**src/rtl/ring_pkg.sv**
```systemverilog
// Shared ring types: FSM state encoding plus rotate/onehot helpers.
// Used by the decoder top, its encoder and the ring counter.
package ring_pkg;

  localparam int MAXW = 64;

  typedef enum logic [1:0] {
    UNLOCKED = 2'd0,
    ACQUIRE  = 2'd1,
    LOCKED   = 2'd2
  } ring_state_t;

  function automatic logic onehot(
    input logic [MAXW-1:0] v
  );
    return $countones(v) == 1;
  endfunction

  // rotate left by one within the low w bits
  function automatic logic [MAXW-1:0] rotl(
    input logic [MAXW-1:0] v,
    input int              w
  );
    logic [MAXW-1:0] r;
    r = '0;
    for (int i = 0; i < MAXW; i++) begin
      if (i < w) r[(i + 1) % w] = v[i];
    end
    return r;
  endfunction

endpackage

```
**src/rtl/ring_decoder_if.sv**
```systemverilog
// Ring decoder bus: sample input (en, count) and decoded status.
// master drives samples, slave is the decoder.
interface ring_decoder_if #(
  parameter int WIDTH = 8
);
  localparam int IW = $clog2(WIDTH);

  logic             en;
  logic [WIDTH-1:0] count;
  logic [IW-1:0]    index;
  logic             index_valid;
  logic             locked;
  logic             err;
  logic [7:0]       rev_count;
  logic [7:0]       err_count;

  modport master (
    output en, count,
    input  index, index_valid, locked,
    input  err, rev_count, err_count
  );

  modport slave (
    input  en, count,
    output index, index_valid, locked,
    output err, rev_count, err_count
  );
endinterface

```
**src/rtl/ring_decoder_onehot_enc.sv**
```systemverilog
// Combinational one-hot to index encoder with is_onehot flag.
// Ports: vec in, idx out (valid only when is_onehot), is_onehot out.
module onehot_enc
  import ring_pkg::*;
#(
  parameter int WIDTH = 8,
  parameter int IW    = $clog2(WIDTH)
) (
  input  logic [WIDTH-1:0] vec,
  output logic [IW-1:0]    idx,
  output logic             is_onehot
);

  always_comb begin
    idx = '0;
    for (int i = 0; i < WIDTH; i++) begin
      if (vec[i]) idx = IW'(i);
    end
  end

  assign is_onehot = onehot(MAXW'(vec));

endmodule

```
**src/rtl/ring_decoder.sv**
```systemverilog
// Ring counter decoder: checks one-hot left rotation, locks, counts revs.
// Ports: clk, rst_n, bus (ring_decoder_if.slave: en/count in, status out).
module ring_decoder
  import ring_pkg::*;
#(
  parameter int WIDTH    = 8,
  parameter int LOCK_CNT = 4
) (
  input  logic           clk,
  input  logic           rst_n,
  ring_decoder_if.slave  bus
);

  localparam int IW = $clog2(WIDTH);

  ring_state_t      state;
  logic [3:0]       good_cnt;
  logic [WIDTH-1:0] prev;
  logic [IW-1:0]    cur_idx;
  logic             cur_oh;
  logic             prev_oh;
  logic             seq_ok;
  logic             wrap;

  onehot_enc #(
    .WIDTH (WIDTH),
    .IW    (IW)
  ) u_enc (
    .vec       (bus.count),
    .idx       (cur_idx),
    .is_onehot (cur_oh)
  );

  assign prev_oh = onehot(MAXW'(prev));
  // a stuck ring never matches its own rotation
  assign seq_ok  = cur_oh && prev_oh &&
                   (MAXW'(bus.count) ==
                    rotl(MAXW'(prev), WIDTH));
  assign wrap    = prev[WIDTH-1] && bus.count[0];

  always_ff @(posedge clk or negedge rst_n) begin
    if (!rst_n) begin
      state           <= UNLOCKED;
      good_cnt        <= '0;
      prev            <= '0;
      bus.index       <= '0;
      bus.index_valid <= 1'b0;
      bus.locked      <= 1'b0;
      bus.err         <= 1'b0;
      bus.rev_count   <= '0;
      bus.err_count   <= '0;
    end else begin
      bus.err <= 1'b0;
      if (bus.en) begin
        prev            <= bus.count;
        bus.index_valid <= cur_oh;
        if (cur_oh) bus.index <= cur_idx;
        unique case (state)
          UNLOCKED: begin
            if (cur_oh) begin
              state    <= ACQUIRE;
              good_cnt <= '0;
            end
          end
          ACQUIRE: begin
            if (seq_ok) begin
              good_cnt <= good_cnt + 4'd1;
              if (good_cnt + 4'd1 == 4'(LOCK_CNT)) begin
                state         <= LOCKED;
                bus.locked    <= 1'b1;
                bus.rev_count <= '0;
              end
            end else if (cur_oh) begin
              good_cnt <= '0;
            end else begin
              state <= UNLOCKED;
            end
          end
          LOCKED: begin
            if (seq_ok) begin
              if (wrap) bus.rev_count <= bus.rev_count + 8'd1;
            end else begin
              state      <= UNLOCKED;
              bus.locked <= 1'b0;
              bus.err    <= 1'b1;
              if (bus.err_count != 8'hff)
                bus.err_count <= bus.err_count + 8'd1;
            end
          end
          default: state <= UNLOCKED;
        endcase
      end
    end
  end

endmodule
```
**src/flat_wrapper.sv**
```systemverilog
// flat-port wrapper written by rule: the top's interface ports become plain ports
module ring_decoder_flat import ring_pkg::*;
#(
  parameter int WIDTH    = 8,
  parameter int LOCK_CNT = 4
)
  (clk, rst_n, bus_en, bus_count, bus_index, bus_index_valid, bus_locked, bus_err, bus_rev_count, bus_err_count);
  ring_decoder_if #(.WIDTH(WIDTH)) bus_i ();
  input  logic clk;
  input  logic rst_n;
  input wire logic [$bits(bus_i.en)-1:0] bus_en;
  input wire logic [$bits(bus_i.count)-1:0] bus_count;
  output wire logic [$bits(bus_i.index)-1:0] bus_index;
  output wire logic [$bits(bus_i.index_valid)-1:0] bus_index_valid;
  output wire logic [$bits(bus_i.locked)-1:0] bus_locked;
  output wire logic [$bits(bus_i.err)-1:0] bus_err;
  output wire logic [$bits(bus_i.rev_count)-1:0] bus_rev_count;
  output wire logic [$bits(bus_i.err_count)-1:0] bus_err_count;
  assign bus_i.en = bus_en;
  assign bus_i.count = bus_count;
  assign bus_index = bus_i.index;
  assign bus_index_valid = bus_i.index_valid;
  assign bus_locked = bus_i.locked;
  assign bus_err = bus_i.err;
  assign bus_rev_count = bus_i.rev_count;
  assign bus_err_count = bus_i.err_count;
  ring_decoder #(.WIDTH(WIDTH), .LOCK_CNT(LOCK_CNT)) u_core (.clk(clk), .rst_n(rst_n), .bus(bus_i));
endmodule
```
**config.mk**
```make
export PLATFORM = sky130hd
export DESIGN_NAME = ring_decoder_flat
export DESIGN_NICKNAME = d
export VERILOG_FILES = /design/src/rtl/ring_pkg.sv /design/src/rtl/ring_decoder_if.sv /design/src/rtl/ring_decoder_onehot_enc.sv /design/src/rtl/ring_decoder.sv /design/src/flat_wrapper.sv
export SDC_FILE = /design/constraint.sdc
export NUM_CORES = 1
export LEC_CHECK = 0
export BUFFER_PORTS_ARGS = -buffer_cell sky130_fd_sc_hd__buf_4
export CAP_MARGIN = 20
export CORE_ASPECT_RATIO = 1.25
export CORE_MARGIN = 10
export CORE_UTILIZATION = 59
export CTS_BUF_LIST = sky130_fd_sc_hd__clkbuf_4 sky130_fd_sc_hd__clkbuf_8
export CTS_CLUSTER_SIZE = 28
export DETAILED_ROUTE_END_ITERATION = 7
export PLACE_DENSITY = 0.92
export SYNTH_ARGS = -nofsm -noshare
export SYNTH_HDL_FRONTEND = slang
export SYNTH_SLANG_ARGS = --single-unit
```
**constraint.sdc**
```tcl
create_clock -name clk -period 4.56 [get_ports clk]
set_input_delay 0.912 -clock clk [delete_from_list [all_inputs] [get_ports clk]]
set_output_delay 0.912 -clock clk [all_outputs]
set_load 0.01 [all_outputs]
```
# Yosys cells after proc, flatten, opt, wreduce, memory -nomap -nowiden

Cells that the tools add are included.

Reductions and logical operators: 12
Muxes and demuxes: 28
Eq/ne operators: 15
Bitwise gates (word level): 1
$add $sub $neg: 17

Operator list:

| cell                                                             | number |
|---|---|
| 32-bit adder                                                     | 3 |
| 32-bit by 2-bit == test with 1-bit output, second input constant | 2 |
| 32-bit by 2-bit adder with 32-bit output                         | 1 |
| 32-bit by 3-bit adder with 32-bit output                         | 1 |
| 8-bit two-way mux                                                | 4 |
| 3-bit two-way mux                                                | 6 |
| 1-bit by 1-bit adder with 2-bit output                           | 8 |
| 8-bit by 1-bit adder with 8-bit output, second input constant    | 2 |
| 8-bit one-hot mux with 2 select lines                            | 1 |
| 2-bit two-way mux                                                | 5 |
| 2-bit by 1-bit != test with 1-bit output, second input constant  | 5 |
| 5-bit AND reduction                                              | 2 |
| 8-bit == test                                                    | 1 |
| 4-bit two-way mux                                                | 2 |
| 8-bit != test, second input constant                             | 1 |
| 4-bit one-hot mux with 2 select lines                            | 1 |
| 1-bit two-way mux                                                | 7 |
| 3-bit != test, second input constant                             | 2 |
| 2-bit one-hot mux with 3 select lines                            | 1 |
| 6-bit AND reduction                                              | 1 |
| 4-bit by 1-bit adder with 4-bit output, second input constant    | 1 |
| 4-bit by 3-bit == test with 1-bit output, second input constant  | 1 |
| 2-bit AND reduction                                              | 2 |
| 4-bit AND reduction                                              | 1 |
| 9 further kinds                                                  | 12 |

Bits in registers: 36
Output and inout port bits: 22
Input port bits: 11

# Logic depth before layout (Yosys ltp)

Gate-level depths: netlist of the first run.

Depth in word-level cells: 9
Mapped depth: 15
Mapped depth without buffers: 14

# Modules after synthesis

Synthesis of the first run repeated with hierarchy kept, for this count alone.

Cells, all modules: 231
Area, all modules: 2180.8 um^2

Modules (own cells, without submodules):

| module       | seq. area each (um^2) | times used | cells each | area each (um^2) |
|---|---|---|---|---|
| ring_decoder | 900.9                 | 1          | 200        | 1945.6 |
| onehot_enc   | 0.0                   | 1          | 31         | 235.2 |

# Worst setup path before layout of the first run

No wires, ideal clock.

Kind: input to register
From: input port bus_count[0]
To: register u_core.state[0]
Stages on the path: 12
Data required time: 4435 ps
Path slack: 373 ps
Data arrival time: 4062 ps
Library setup time: 125 ps
Buffers on the path: 1
Cell sequence: ha_1 > inv_1 > fa_1 > fa_1 > fa_1 > fa_1 > and3b_1 > nand2_1 > nor4_4 > buf_6 > o21ai_2 > mux2_4

Longest elaborated chain between the ends: 8
Elaborated cells between the ends (all ways): 14
Classes of those cells: add/sub: 3; eq/ne: 6; mux: 2; reduce/logical: 3

RTL lines:

| element                                                                                       | RTL line           | source |
|---|---|---|
| start: declaration                                                                            | flat_wrapper.sv:12 | `input wire logic [$bits(bus_i.count)-1:0] bus_count;` |
| 1-bit by 1-bit adder with 2-bit output (not written as such)                                  | ring_pkg.sv:16     | `return $countones(v) == 1;` |
| 32-bit by 2-bit adder with 32-bit output (not written as such)                                | ring_pkg.sv:16     |  |
| 32-bit by 3-bit adder with 32-bit output (not written as such)                                | ring_pkg.sv:16     |  |
| 32-bit by 2-bit == test with 1-bit output                                                     | ring_pkg.sv:16     |  |
| 1-bit logical AND (2 in a row)                                                                | ring_decoder.sv:36 | `assign seq_ok = cur_oh && prev_oh &&` |
| 3-bit != test (no source line) (tied with other cells)                                        | --                 |  |
| 5-bit AND reduction (no source line) or 2-bit one-hot mux with 3 select lines (tied branches) | --                 |  |
| end signal: assignment                                                                        | ring_decoder.sv:43 | `state <= UNLOCKED;` |
| end signal: assignment                                                                        | ring_decoder.sv:61 | `state <= ACQUIRE;` |
| end signal: assignment                                                                        | ring_decoder.sv:69 | `state <= LOCKED;` |
| end: declaration                                                                              | ring_decoder.sv:16 | `ring_state_t state;` |

Several ways; a longest one is shown, not always the timed one.
A chain may end at the register's enable or synchronous reset.

# Final worst setup path of the first run

From: input port bus_count[1]
To: register u_core.bus.err_count[1]

Longest elaborated chain between the ends: 8
Elaborated cells between the ends (all ways): 9
Classes of those cells: add/sub: 3; eq/ne: 2; bitwise: 1; reduce/logical: 3

RTL lines:

| element                                                        | RTL line              | source |
|---|---|---|
| 1-bit by 1-bit adder with 2-bit output (not written as such)   | ring_pkg.sv:16        |  |
| 32-bit by 2-bit adder with 32-bit output (not written as such) | ring_pkg.sv:16        |  |
| 32-bit by 3-bit adder with 32-bit output (not written as such) | ring_pkg.sv:16        |  |
| 32-bit by 2-bit == test with 1-bit output                      | ring_pkg.sv:16        |  |
| 1-bit logical AND                                              | ring_decoder.sv:36    |  |
| 1-bit logical AND (*)                                          | ring_decoder.sv:36    |  |
| 1-bit NOT (no source line) (*)                                 | --                    |  |
| 4-bit AND reduction (no source line) (*)                       | --                    |  |
| end signal: assignment                                         | ring_decoder.sv:87    | `bus.err_count <= bus.err_count + 8'd1;` |
| end: declaration                                               | ring_decoder_if.sv:26 | `output err, rev_count, err_count` |

Mark *: on every way between the ends. The rest lies on a longest branch, timed or not.

==> results of run 1 <==
## Yosys cell counts, drive strengths merged (4+ instances only)
| cell type | n |
|---|---|
| o21ai | 14 |
| xnor2 | 9 |
| a21oi | 6 |
| xor2 | 5 |
| nand3 | 6 |
| mux2 | 11 |
| a41oi | 5 |
| nand2 | 22 |
| nor3 | 5 |
| inv | 27 |
| nand4 | 7 |
| and3 | 4 |
| ha | 16 |
| a31oi | 6 |
| nor2 | 12 |
| dfrtp | 36 |
| fa | 8 |
## worst max path at each step
stage | start | end | depth (start not counted)
2_1_floorplan | bus_count[0] | u_core.state[0] | 12
3_3_place_gp | bus_count[1] | u_core.bus.err_count[1] | 12
3_5_place_dp | bus_count[1] | u_core.bus.err_count[1] | 12
4_1_cts | bus_count[1] | u_core.bus.err_count[1] | 12
5_1_grt | bus_count[0] | u_core.bus.err_count[1] | 13
6_report | bus_count[1] | u_core.bus.err_count[1] | 12
## report_power, final
group / internal, mW / total (mW) / switching (mW)
combinational: 0.173 / 0.383 / 0.210
clock: 0.121 / 0.241 / 0.120
sequential: 0.364 / 0.408 / 0.0436
## cell type report
class	count	area share [%]
well taps	54	2.47
multi-input cells	168	48.1
flip-flops and latches	36	33.0
repair buffers	34	9.35
clock buffers	6	3.02
inverters	27	3.71
clock inverters	2	0.367
## placed cells by master, fill, tap and decap left out, types with 3 or more instances in the layout
cell	instances
a21oi_1	6
a22o_1	3
a31oi_1	6
a41oi_1	5
and3_1	4
buf_4	34
clkbuf_8	6
dfrtp_1	36
fa_1	8
ha_1	16
inv_1	27
mux2_2	10
nand2_1	22
nand3_1	6
nand4_1	7
nor2_1	12
nor3_1	5
o211ai_1	3
o21ai_0	12
or2_2	3
xnor2_1	9
xor2_1	5
## critical path, stage by stage
cell and delay [ps]:
buf_4 130, ha_1 260, inv_1 50, fa_1 500, fa_1 430, fa_1 420, fa_1 510, and3b_1 170
nand2_1 100, nor4_4 430, nand2b_1 210, mux2_2 350
## per-layer routing
| layer | track usage (%) | wire length [um] | vias to the layer above |
|---|---|---|---|
| li1 | - | - | 901 |
| met1 | 16.1 | 2040 | 952 |
| met2 | 29.5 | 2880 | 69 |
| met3 | 3.88 | 306 | 14 |
| met4 | 6.68 | 135 | 0 |
| met5 | 0 | 0 | - |
## cells by family after synthesis
| kind of cell | share of synthesized area (%) |
|---|---|
| AND/OR/NAND/NOR | 16.8 |
| AO/OA/AOI/OAI | 13.1 |
| flip-flops | 38.3 |
| buffers and inverters | 5.90 |
| adder cells (fa/ha/maj) | 15.3 |
| XOR/XNOR | 5.21 |
| multiplexers | 5.43 |
## per-stage QoR
step / total power [mW] / hold slack (ps) / worst slack (ps) / cell area, um^2 / cells
floorplan: 0.652 / 488 / 373 / 2350 / 236
finish: 1.03 / 490 / 280 / 2730 / 327
global placement: 0.776 / 467 / 69.4 / 2640 / 319
CTS: 1.04 / 490 / 296 / 2730 / 327
detailed placement: 0.797 / 473 / -24.4 / 2640 / 319
global route: 1.10 / 519 / 94.3 / 2730 / 327
## flip-flops by register name, summed over array words and instances, names as in the netlist
signal and flops:
u_core.bus.err 1, u_core.bus.err_count 8, u_core.bus.index 3, u_core.bus.index_valid 1
u_core.bus.locked 1, u_core.bus.rev_count 8, u_core.good_cnt 4, u_core.prev 8
u_core.state 2
==> impl_metrics.yaml, run 1 <==
layout:
  fin_util_pct: 71.5
  diodes: 0
  seqCellArea_um2: 901
  drive_gt1_share_pct: 22.0
  fill_cells: 290
  multi_input_area_um2: 1310
  areaGrowthSynthToFinish_pct: 16.1
  nets: 307
route:
  routed_via_density: 5.92
  postRouteAntennaNets: 0
  wl_mm: 5.36
  drt-pass1-iter-count: 4
  vias: 1936
  drc: 0
  routedWlPerCell_um: 16.4
  initialDrtViolationCount: 140
place:
  hpwl_mm: 4.13
  place_congestion: 0.913
  io_buffers: 32
critical_path:
  worstPathArrival_ps: 4460
  rrSetupSlack_ps: 500
  setup.worst_path.class: "in -> reg"
  ff2ff_path_depth: 11
  cp-start-kind: "primary input"
  worstReg2RegEnd: "u_core.bus.err_count[1]"
  worstPathRequired_ps: 4740
  crit_fanout: 6
  worstReg2RegStart: "u_core.prev[0]"
  end_kind: "flop"
floorplanning:
  die_h_um: 90.6
  rows: 25
  initial_utilization_pct: 61.6
  pin_count: 33
  dieWidth_um: 76.5
  dieArea_um2: 6930
  core-area_um2: 3820
sta:
  worst_pin_slew_ps: 463
  max_freq_ghz: 0.234
  clock_skew_ps: 6.90
  slew_headroom_pct: 69.1
  hold_viol: 0
  setup_viol: 0
  setup_tns_ps: 0
  drv_slew: 0
  rsz0062_at_grt: "no"
  post-route-min-period_ps: 4280
  period_share_pct: 93.9
synth:
  ys_types: 45
  yosysTopAreaCell: "dfrtp_1"
  synthesis.nets: 271
  synth_seq_cells: 36
  syn-cell-area_um2: 2350
  async_flop_share_pct: 100
  ys.flop_type: "dfrtp_1"
  yosysWarnings: 0
  synth-edff-count: 0
  ys_seq_area_share_pct: 38.3
  synth_area_per_cell_um2: 9.97
  netlist_instances: 236
  yosys.area.top_type_share_pct: 38.3
  synth_area_leaders: "dfrtp_1 (38%), ha_1 (8.5%), fa_1 (6.8%)"
clock_network:
  post-cts-setup-buffers: 0
  holdBufCountCts: 0
  cts.repair.resized: 0
  clockRootBuffer: "clkbuf_8"
  clk_latency_ps: 290
  cts_buffers: 5
  cts_tree: "built"
  h-tree-depth: 2
  clock_path_buffers: 2
  clkSlewWorstSetupHoldPaths_ps: 70
  cts_sinks: 36
outcome:
  outcome: "finished, final reports clean"
global_route:
  grt_max_degree: 37
  grt_pass1_vias: 2002
  grt_pass1_wl_mm: 9.18
  grt.total_usage_pct: 15.8
  grt.overflow.total: 0
  antenna_found_initial: 0
pwr:
  ir_drop_mv: 0.172
  pwr_density_cell_nw_per_um2: 378
  p_leak_nw: 1.31
hold_path:
  hold_path_class: "reg -> reg"
  holdPathEnd: "u_core.bus.index[1]"
  min_path_cells: 2
  hp-start: "u_core.bus.index[1]"
job:
  drv_cap: 0
(Power assumes the default switching activity.)
==> inputs of run 2 (changes only) <==
--- a/config.mk
+++ b/config.mk
@@ -14,6 +14,7 @@
 export CTS_CLUSTER_SIZE = 28
 export DETAILED_ROUTE_END_ITERATION = 7
 export PLACE_DENSITY = 0.92
+export RECOVER_POWER = 100
 export SYNTH_ARGS = -nofsm -noshare
 export SYNTH_HDL_FRONTEND = slang
 export SYNTH_SLANG_ARGS = --single-unit
==> run 2 against run 1 <==
  * Non-clock buffer count unchanged
  * Final cell count unchanged
  * Sequential power about the same
  * Largest cell class unchanged
  * Die area unchanged
  * The flow now finishes with violations (capacitance limit, slew limit)
  * Sequential cell count unchanged
==> impl_metrics.yaml, run 2 (synthesis results as in run 1) <==
outcome:
  outcome: "complete, but fails checks"
  violations: "capacitance limit, slew limit"
clock_network:
  clk_latency_ps: 300
  clockRootBuffer: "clkbuf_8"
  h-tree-depth: 2
  cts_buffers: 5
  clkSlewWorstSetupHoldPaths_ps: 70
  clock_path_buffers: 2
  holdBufCountCts: 0
  cts_tree: "built"
  cts_sinks: 36
  cts.repair.resized: 0
  post-cts-setup-buffers: 0
place:
  hpwl_mm: 4.13
  placed_area_um2: 2640
  pre_cts_ws_ps: -24.4
  io_buffers: 32
  dp.cells: 319
  place_congestion: 0.913
sta:
  timing.hold.ws_ps: 484
  drv_slew: 37
  rsz0062_at_grt: "no"
  worst_pin_slew_ps: 1960
  hold_viol: 0
  setup_viol: 0
  post-route-min-period_ps: 4250
  slew_headroom_pct: -30.4
  fin_ws_ps: 309
  period_share_pct: 93.2
  clock_skew_ps: 7.85
  max_freq_ghz: 0.235
  setup_tns_ps: 0
layout:
  fin_util_pct: 69.0
  drive_gt1_share_pct: 12.5
  areaGrowthSynthToFinish_pct: 11.9
  final_common_cell: "dfrtp_1"
  fin_area_um2: 2630
  largestRegisters: "u_core.bus.err_count: 8 flops, u_core.bus.rev_count: 8 flops, u_core.prev: 8 flops"
  finalNonFillerCells: 327
  diodes: 0
  most-common-layout-cells: "dfrtp_1 (36), inv_1 (27), clkbuf_1 (25)"
  nets: 307
route:
  routedWlPerCell_um: 16.4
  met2_length_mm: 2.91
  routed_via_density: 5.88
  wl_met1_mm: 2.06
  vias: 1922
  initialDrtViolationCount: 152
  wl_mm: 5.37
  top_layer: "met4"
  drc: 0
  postRouteAntennaNets: 0
  drt-pass1-iter-count: 4
  wl_met3_um: 280
pwr:
  p_total_mw: 1.00
  ir_drop_mv: 0.173
  internal-power_uw: 630
  comb_power_share_pct: 35.4
  p_sw_uw: 373
  p_leak_nw: 1.21
  seq_power_share_pct: 40.5
  p_sw_share_pct: 37.2
  pwr-share-clk_pct: 24.2
  pwr_density_cell_nw_per_um2: 381
critical_path:
  rrSetupSlack_ps: 520
  end_kind: "flop"
  worstReg2RegStart: "u_core.prev[0]"
  worstPathRequired_ps: 4740
  crit_fanout: 6
  cp-start-kind: "primary input"
  setup.worst_path.class: "in -> reg"
  crit_path_start: "bus_count[1]"
  worstPathArrival_ps: 4430
floorplanning:
  dieWidth_um: 76.5
  die_h_um: 90.6
  core-area_um2: 3820
  initial_utilization_pct: 61.6
  dieArea_um2: 6930
  rows: 25
  pin_count: 33
hold_path:
  hp-start: "u_core.bus.index[2]"
  hold_path_class: "reg -> reg"
global_route:
  grt_pass1_vias: 2002
  grt_max_degree: 37
  grt.total_usage_pct: 15.8
  grt_pass1_wl_mm: 9.18
  antenna_found_initial: 0
  grt.overflow.total: 0
job:
  drv_cap: 1
-- run 2: cell type report --
cell class                 instances  area, um^2
multi-input combinational        168        1310
timing repair buffer              34         161
tap                               54        67.6
fill                             314        1180
clock inverter                     2        10.0
clock buffer                       6        82.6
sequential                        36         901
inverter                          27         101
-- run 2: metal layers --
layer	vias up	global-route usage, %
met5	-	0
met4	0	6.68
met3	12	3.88
met2	59	29.5
met1	950	16.1
li1	901	-
-- run 2: critical path, cell delays in order --
cell	delay [ps]
buf_4	130
ha_1	260
inv_1	50
fa_1	500
fa_1	430
fa_1	420
fa_1	510
and3b_1	170
nand2_1	100
nor4_4	400
nand2b_1	200
mux2_2	350
-- run 2: path summary, 6_finish.rpt --
path                                                 to  cells past startpoint
min in group asynchronous       u_core.bus.rev_count[2]                      1
worst min-delay path                u_core.bus.index[2]                      2
max in group asynchronous       u_core.bus.err_count[1]                      1
worst max-delay path            u_core.bus.err_count[1]                     12
worst max register to register       u_core.good_cnt[0]                     12
worst min register to register      u_core.bus.index[2]                      2
-- run 2: power by group through the flow --
| stage | logic [mW] | clock network, mW | registers (mW) |
|---|---|---|---|
| 2_1_floorplan | 0.233 | 0 | 0.419 |
| 3_3_place_gp | 0.365 | 0 | 0.410 |
| 3_5_place_dp | 0.385 | 0 | 0.412 |
| 4_1_cts | 0.389 | 0.247 | 0.406 |
| 5_1_grt | 0.402 | 0.256 | 0.414 |
| 6_report | 0.355 | 0.242 | 0.406 |
